**config.mk**
```make
export PLATFORM = sky130hd
export DESIGN_NAME = mining_job_loader
export DESIGN_NICKNAME = d
export VERILOG_FILES = /design/src/rtl/mining_pkg.sv /design/src/rtl/job_frame_assembler.sv /design/src/rtl/mining_job_loader.sv
export SDC_FILE = /design/constraint.sdc
export NUM_CORES = 1
export LEC_CHECK = 0
export BUFFER_PORTS_ARGS = -buffer_cell sky130_fd_sc_hd__buf_2
export CAP_MARGIN = 20
export CORE_MARGIN = 1.5
export CORE_UTILIZATION = 35
export CTS_CLUSTER_SIZE = 12
export DETAILED_ROUTE_END_ITERATION = 8
export PLACE_DENSITY = 0.67
export SYNTH_ARGS = -nofsm -noshare
export SYNTH_HDL_FRONTEND = slang
export SYNTH_HIERARCHICAL = 1
export SYNTH_SLANG_ARGS = --single-unit
export TNS_END_PERCENT = 20
```
**constraint.sdc**
```tcl
create_clock -name clk -period 3.8 [get_ports clk]
set_clock_uncertainty 0.15 [all_clocks]
set_input_delay 0.57 -clock clk [delete_from_list [all_inputs] [get_ports clk]]
set_output_delay 0.57 -clock clk [all_outputs]
set_load 0.02 [all_outputs]
```
**src/rtl/mining_pkg.sv**
```systemverilog
// Shared types and constants for the mining job loader: FSM encoding, frame size, byte index.
// Latency: n/a (declarations only).
// Backpressure: n/a.
package mining_pkg;

   localparam int FRAME_BYTES = 13;
   localparam int IDX_W       = $clog2(FRAME_BYTES);
   localparam int BLOCK_W     = 96;

   typedef logic [IDX_W-1:0] byte_idx_t;

   localparam byte_idx_t LAST_IDX = byte_idx_t'(FRAME_BYTES - 1);

   // One-hot job controller states.
   typedef enum logic [4:0] {
      ST_LOAD    = 5'b00001,
      ST_ISSUE   = 5'b00010,
      ST_WAIT    = 5'b00100,
      ST_REPORT  = 5'b01000,
      ST_RECOVER = 5'b10000
   } state_e;

endpackage

```
**src/rtl/job_frame_assembler.sv**
```systemverilog
// Assembles a 13-byte job frame: byte 0 -> target, bytes 1..12 -> block MSB-first.
// Latency: frame_done_o is combinational on the accept of the last byte; registers update next edge.
// Backpressure: none here; the parent gates acc_i with its own ready.
module job_frame_assembler
   import mining_pkg::*;
(
   input  logic               clk,
   input  logic               reset,
   input  logic [7:0]         byte_i,
   input  logic               acc_i,
   output logic [7:0]         target_o,
   output logic [BLOCK_W-1:0] block_o,
   output logic               frame_done_o
);

   byte_idx_t          cnt_q, cnt_d;
   logic [7:0]         target_q, target_d;
   logic [BLOCK_W-1:0] block_q, block_d;

   // Next-state: route each accepted byte by its index; block shifts in from the LSB so byte 1 lands on top.
   always_comb begin
      cnt_d    = cnt_q;
      target_d = target_q;
      block_d  = block_q;
      if (acc_i) begin
         if (cnt_q == '0) begin
            target_d = byte_i;
         end else begin
            block_d = {block_q[BLOCK_W-9:0], byte_i};
         end
         if (cnt_q == LAST_IDX) begin
            cnt_d = '0;
         end else begin
            cnt_d = cnt_q + byte_idx_t'(1);
         end
      end
   end

   // Frame registers; reset discards any partial frame.
   always_ff @(posedge clk or posedge reset) begin
      if (reset) begin
         cnt_q    <= '0;
         target_q <= '0;
         block_q  <= '0;
      end else begin
         cnt_q    <= cnt_d;
         target_q <= target_d;
         block_q  <= block_d;
      end
   end

   assign target_o     = target_q;
   assign block_o      = block_q;
   assign frame_done_o = acc_i && (cnt_q == LAST_IDX);

endmodule

```
**src/rtl/mining_job_loader.sv**
```systemverilog
// Loads a job frame, starts the nonce search, captures/holds its result, then soft-resets it. Optional macro: JOB_TIMEOUT_EN.
// Latency: last byte accept -> start 1 cycle; terminado -> result_valid 1 cycle.
// Backpressure: byte_ready only in LOAD; result held in REPORT until result_ready.
module mining_job_loader
   import mining_pkg::*;
#(
   parameter int unsigned TIMEOUT_CYCLES = 65535
)
(
   input  logic               clk,
   input  logic               reset,
   input  logic [7:0]         byte_in,
   input  logic               byte_valid,
   output logic               byte_ready,
   output logic [7:0]         target,
   output logic [BLOCK_W-1:0] block,
   output logic               start,
   output logic               sys_rst,
   input  logic               terminado,
   input  logic [31:0]        nonce,
   output logic [31:0]        result_nonce,
   output logic               result_valid,
   input  logic               result_ready,
   output logic               result_timeout
);

   if (TIMEOUT_CYCLES == 0) begin : g_bad_cfg
      $error("TIMEOUT_CYCLES must be at least 1");
   end

   state_e      state_q, state_d;
   logic [31:0] res_nonce_q, res_nonce_d;
   logic        rdy_en_q;
   logic        byte_acc;
   logic        frame_done;

`ifdef JOB_TIMEOUT_EN
   logic [31:0] wait_cnt_q, wait_cnt_d;
   logic        res_tmo_q, res_tmo_d;
`endif

   // rdy_en_q keeps byte_ready low between reset release and the first clock.
   assign byte_ready   = (state_q == ST_LOAD) && rdy_en_q;
   assign byte_acc     = byte_valid && byte_ready;
   assign start        = (state_q == ST_ISSUE);
   assign result_valid = (state_q == ST_REPORT);
   assign sys_rst      = (state_q == ST_RECOVER);
   assign result_nonce = res_nonce_q;

`ifdef JOB_TIMEOUT_EN
   assign result_timeout = res_tmo_q;
`else
   assign result_timeout = 1'b0;
`endif

   job_frame_assembler u_asm (
      .clk          (clk),
      .reset        (reset),
      .byte_i       (byte_in),
      .acc_i        (byte_acc),
      .target_o     (target),
      .block_o      (block),
      .frame_done_o (frame_done)
   );

   // Next-state and result capture; a found nonce beats a timeout landing on the same cycle.
   always_comb begin
      state_d     = state_q;
      res_nonce_d = res_nonce_q;
`ifdef JOB_TIMEOUT_EN
      res_tmo_d   = res_tmo_q;
      wait_cnt_d  = '0;
`endif
      case (state_q)
         ST_LOAD: begin
            if (frame_done) state_d = ST_ISSUE;
         end
         ST_ISSUE: begin
            state_d = ST_WAIT;
         end
         ST_WAIT: begin
            if (terminado) begin
               res_nonce_d = nonce;
`ifdef JOB_TIMEOUT_EN
               res_tmo_d   = 1'b0;
`endif
               state_d     = ST_REPORT;
            end
`ifdef JOB_TIMEOUT_EN
            else if (wait_cnt_q == TIMEOUT_CYCLES - 1) begin
               res_nonce_d = '0;
               res_tmo_d   = 1'b1;
               state_d     = ST_REPORT;
            end else begin
               wait_cnt_d = wait_cnt_q + 32'd1;
            end
`endif
         end
         ST_REPORT: begin
            if (result_ready) state_d = ST_RECOVER;
         end
         ST_RECOVER: begin
            state_d = ST_LOAD;
         end
         default: begin
            state_d = ST_LOAD;
         end
      endcase
   end

   // State and result registers; reset drops any pending result.
   always_ff @(posedge clk or posedge reset) begin
      if (reset) begin
         state_q     <= ST_LOAD;
         res_nonce_q <= '0;
         rdy_en_q    <= 1'b0;
`ifdef JOB_TIMEOUT_EN
         res_tmo_q   <= 1'b0;
         wait_cnt_q  <= '0;
`endif
      end else begin
         state_q     <= state_d;
         res_nonce_q <= res_nonce_d;
         rdy_en_q    <= 1'b1;
`ifdef JOB_TIMEOUT_EN
         res_tmo_q   <= res_tmo_d;
         wait_cnt_q  <= wait_cnt_d;
`endif
      end
   end

endmodule
```
Yosys cells after proc, flatten, opt, wreduce, memory -nomap -nowiden:

Cells that the tools add are included.

* output and inout bits: 141
* word-level logic and storage cells: 30
* register bits after elaboration: 146
* input bits: 45

* mux-type cells: 5
* $add $sub $neg: 1
* bitwise gates (word level): 1
* reductions and logical operators: 8
* equality and inequality tests: 9

Operator list (number)
* case mux 5 bit (4 select lines): 1
* 2-to-1 mux 5 bit: 3
* AND reduction 2 bit: 3
* == test 5 x 1 -> 1 bit (second input constant): 1
* == test 5 x 2 -> 1 bit (second input constant): 1
* == test 5 x 3 -> 1 bit (second input constant): 1
* == test 5 x 4 -> 1 bit (second input constant): 1
* == test 5 bit (second input constant): 1
* adder 4 x 1 -> 4 bit (second input constant): 1
* == test 4 bit (second input constant): 1
* logical NOT 4 bit: 1
* 2-to-1 mux 4 bit: 1
* inequality test 2 bit (second input constant): 2
* logical AND 1 bit: 3
* AND reduction 3 bit: 1
* inequality test 2 x 1 -> 1 bit (second input constant): 1
* NOT 1 bit: 1

Depth between registers and ports, before layout:

* word-level depth: 6
* depth in mapped cells: 9
* depth with buffers taken out: 8

Modules after synthesis:

The synthesis kept the hierarchy.

By module, submodules not included
* job_frame_assembler: seq. area each 2702.6 sq um, instances 1, cells each 247, area each 4269.1 sq um
* mining_job_loader: seq. area each 952.2 sq um, instances 1, cells each 103, area each 1645.3 sq um

Least setup slack after synthesis:

OpenSTA, ideal clock, no wires.

* path kind: register to register
* from: register state_q[0]
* to: register u_asm.target_q[0] (netlist: u_asm/target_o[0])
* path buffers: 1
* arrival: 2477 ps
* period minus slack after synthesis: 2752 ps
* path slack: 1048 ps
* data required time: 3525 ps
* stages on the path, launching flop included: 8
* setup time: 125 ps
* cells stage by stage: dfstp_2 nand3b_1 nor4_1 and2_1 buf_2 inv_1 nor3_4 mux2_2

* longest elaborated chain between the ends: 4

RTL lines
* start, declared: RTL line mining_job_loader.sv:31 `state_e state_q, state_d;`
* start signal, assigned: RTL line mining_job_loader.sv:122 `state_q <= state_d;`
* == test 5 x 1 -> 1 bit: RTL line mining_job_loader.sv:43 `assign byte_ready = (state_q == ST_LOAD) && rdy_en_q;`
* logical AND 1 bit: RTL line mining_job_loader.sv:43
* named net byte_ready: RTL line mining_job_loader.sv:14 `output logic byte_ready,`
* logical AND 1 bit: RTL line mining_job_loader.sv:44 `assign byte_acc = byte_valid && byte_ready;`
* named net byte_acc: RTL line mining_job_loader.sv:34 `logic byte_acc;`
* AND reduction 2 bit (no line)
* end signal, assigned: RTL line job_frame_assembler.sv:47 `target_q <= target_d;`
* end, declared: RTL line job_frame_assembler.sv:17 `logic [7:0] target_q, target_d;`

The timed path passes the listed nets, and every way through them passes these cells.
A chain may end at the register's enable or synchronous reset.

Final worst setup path:

* from: register u_asm.cnt_q[0]
* to: register u_asm.block_q[84] (netlist: u_asm/block_o[84])

* longest elaborated chain between the ends: 3

RTL lines
* start, declared: RTL line job_frame_assembler.sv:16 `byte_idx_t cnt_q, cnt_d;`
* start signal, assigned: RTL line job_frame_assembler.sv:46 `cnt_q <= cnt_d;`
* logical NOT 4 bit: RTL line job_frame_assembler.sv:26 `if (cnt_q == '0) begin`
* NOT 1 bit (no line)
* AND reduction 2 bit (no line)
* end signal, assigned: RTL line job_frame_assembler.sv:48 `block_q <= block_d;`
* end, declared: RTL line job_frame_assembler.sv:18 `logic [BLOCK_W-1:0] block_q, block_d;`

Every way passes these cells.

==> results.yml <==
global_route:
  grt_remaining_overflow: 0
  grtUsageTotal: 0.140
  first_pass_grt_wire_length_mm: 19.5
  antenna_found_initial: 0
  grt_max_degree: 109
  vias_in_the_first_global_route: 3562
route:
  route.vias.total: 3552
  routed_via_density: 4.58
  drt-initial-drc-count: 131
  post-route-drc-count: 0
  wirelength_mm: 11.9
  postRouteAntennaNets: 0
  routed_wirelength_normalized_by_instance_count_um: 15.4
  first_pass_iters: 4
clocking:
  clkTransAtPathRegs_ps: 60
  number_of_clock_buffers_inserted_by_tritoncts: 17
  cts_tree: "done"
  clock_path_buffers: 2
  post_cts.repair.setup_buffers: 0
  cts_hold_buf: 0
  clock_latency_ps: 410
  cts_sinks: 146
  clk_root_buffer_cell: "sky130_fd_sc_hd__clkbuf_16"
  postCtsResizedCells: 0
  cts.htree.levels: 4
pwr:
  p_leak_nw: 4.10
  vdd.ir_drop.worst_mv: 0.463
  p_total_mw: 6.41
  power-per-cell-area_nw_per_um2: 834
run:
  max_cap_viol_count: 0
logic_synthesis:
  synthesis.nets: 397
  cell_area_after_technology_mapping_um2: 5910
  yosysTopAreaCellShare: 0.613
  ys_top_cells_by_area: "sky130_fd_sc_hd__dfrtp_1 (61%), sky130_fd_sc_hd__mux2_4 (18%), sky130_fd_sc_hd__mux2_2 (12%)"
  ys_seq_elements: 146
  yosys_warnings: 6
  synth.distinct_cells: 32
  seq_area_frac_synth: 0.618
  netlist_instances: 350
  synth_area_leader_cell: "sky130_fd_sc_hd__dfrtp_1"
  synthesis.area_per_instance_um2: 16.9
sta:
  finalWorstSetupSlack_ps: 1250
  achievable-frequency_ghz: 0.392
  slew-limit-headroom: 0.453
  timing.final.hold_violations: 0
  tns_ps: 0
  layout_worst_path_cycle_share: 0.672
  hold-worst-slack_ps: 204
  fin_crit_ps: 2550
  setup-violations-final: 0
  timing_worst_slew_pin_value_ps: 818
  rsz0062_at_grt: "false"
  slew_violations: 0
die:
  die_area_um2: 17700
  design.core.area_um2: 16500
  fp-row-count: 47
  start_util: 0.358
  chipHeight_um: 133
  chipWidth_um: 133
  design.portCount: 186
worst_setup_path:
  timing.critical_path.from: "u_asm/cnt_q[0]$_DFFE_PP0P_"
  regToRegSetupSlack_ps: 1250
  worst_r2r_path_depth: 6
  worst_r2r_endpoint: "u_asm/block_o[84]$_DFFE_PP0P_"
  worst_r2r_startpoint: "u_asm/cnt_q[0]$_DFFE_PP0P_"
  endpoint_of_the_most_critical_setup_path: "u_asm/block_o[84]$_DFFE_PP0P_"
  critical_path.cell_chain: "inv_1 > ha_1 > nand2b_4 > o21ai_4 > buf_4 > mux2_2"
  critical_path_class: "flop to flop"
  timing.critical_path.slowest_stage_cell: "sky130_fd_sc_hd__buf_4"
  critical_path.max_stage_delay_ps: 510
  worst-endpoint-required_ps: 3940
  end_kind: "flop"
  critical_path.max_fanout: 34
  worstSetupStartpointType: "flop"
  timing.critical_path.arrival_ps: 2690
placement:
  pre_cts_ws_ps: 1240
  port-buffer-count: 184
  hpwlAfterDp_mm: 8.33
  gp_congestion: 0.746
  detailed_place.area_um2: 7030
hold_path:
  path_type_of_the_worst_min_delay_path: "primary input to flop"
finish:
  drive_gt1_frac: 0.647
  syn_to_final_growth_pct: 29.9
  layout.nets: 589
  mostFrequentLayoutCells: "sky130_fd_sc_hd__buf_2 (184), sky130_fd_sc_hd__dfrtp_1 (145), sky130_fd_sc_hd__mux2_4 (69), sky130_fd_sc_hd__mux2_2 (64), sky130_fd_sc_hd__clkbuf_16 (17)"
  fin_area_um2: 7680
  antenna_cells: 0
  final_common_cell: "sky130_fd_sc_hd__buf_2"
outcome:
  outcome: "completed"
[flip-flops by register name, summed over array words and instances (netlist names)]
signal and count:
state_q 5, u_asm/block_o 96, rdy_en_q 1, u_asm/target_o 8
result_nonce 32, u_asm/cnt_q 4
[area by class of cell]
| type | instances | area, um2 |
|---|---|---|
| clock buffer | 24 | 492 |
| clock inverter | 8 | 125 |
| fill | 1486 | 8840 |
| inverter | 6 | 25.0 |
| multi-input combinational | 181 | 2100 |
| sequential | 146 | 3650 |
| tap | 220 | 275 |
| timing repair buffer | 190 | 1010 |
[through the flow]
step,utilization,instances
floorplan,-,350
global placement,0.425,741
detailed placement,0.425,741
CTS,0.463,773
global route,0.465,775
finish,0.465,775
[routing by layer]
metal | global-route usage | wire length, um | up-vias
met5 | 0 | 0 | -
met4 | 0.0690 | 306 | 0
met3 | 0.0414 | 681 | 22
met2 | 0.207 | 5680 | 112
met1 | 0.188 | 5250 | 1798
li1 | - | - | 1620
[synth_stat cells, drive strengths merged]
library cell and number:
nand2 4, nand3b 2, and2 2, buf 17
nor2 7, nor3 1, nand4 1, a21oi 2
xnor2 1, a31oi 1, mux2i 1, o21ai 8
conb 2, nor4bb 1, mux2 136, and3 1
dfrtp 145, nor4 3, nand3 3, ha 2
nand2b 2, inv 6, dfstp 1, o41ai 1
[power by group]
part | total [mW] | switching (mW) | internal, mW
Clock | 1.73 | 0.623 | 1.10
Sequential | 2.50 | 0.410 | 2.09
Combinational | 2.18 | 1.17 | 1.01
[cell families (layout without fill, tap and decap cells)]
| family | count (synthesis) | after routing | synth area share |
|---|---|---|---|
| buffers and inverters | 23 | 228 | 0.0271 |
| flip-flops | 146 | 146 | 0.618 |
| multiplexers | 137 | 137 | 0.304 |
| other | 2 | 2 | 0.00127 |
| adder cells (fa/ha/maj) | 2 | 2 | 0.00423 |
| XOR/XNOR | 1 | 1 | 0.00148 |
| AND/OR/NAND/NOR | 27 | 27 | 0.0307 |
| AO/OA/AOI/OAI | 12 | 12 | 0.0129 |
[worst min-delay path by stage]
stage               cells after the start                        start  slack, ps                            end
floorplan                               1   u_asm/cnt_q[3]$_DFFE_PP0P_        360     u_asm/cnt_q[3]$_DFFE_PP0P_
global placement                        1  result_nonce[2]$_DFFE_PP0P_        320    result_nonce[2]$_DFFE_PP0P_
detailed placement                      1  result_nonce[1]$_DFFE_PP0P_        330    result_nonce[1]$_DFFE_PP0P_
CTS                                     3                        reset        180  u_asm/block_o[48]$_DFFE_PP0P_
global route                            2                 result_ready        190         state_q[3]$_DFFE_PP0P_
finish                                  2                 result_ready        200         state_q[3]$_DFFE_PP0P_
[worst max-delay path: cells and delay by family, from the launching register on]
family / cells / cell delay (ps)
muxes: 1 / 400
buffers and inverters: 2 / 640
and+or+nand+nor: 1 / 100
adders and majority gates: 1 / 320
DFF: 1 / 400
AOI/OAI and AO/OA: 1 / 380
Power figures use the tool's default switching activity.
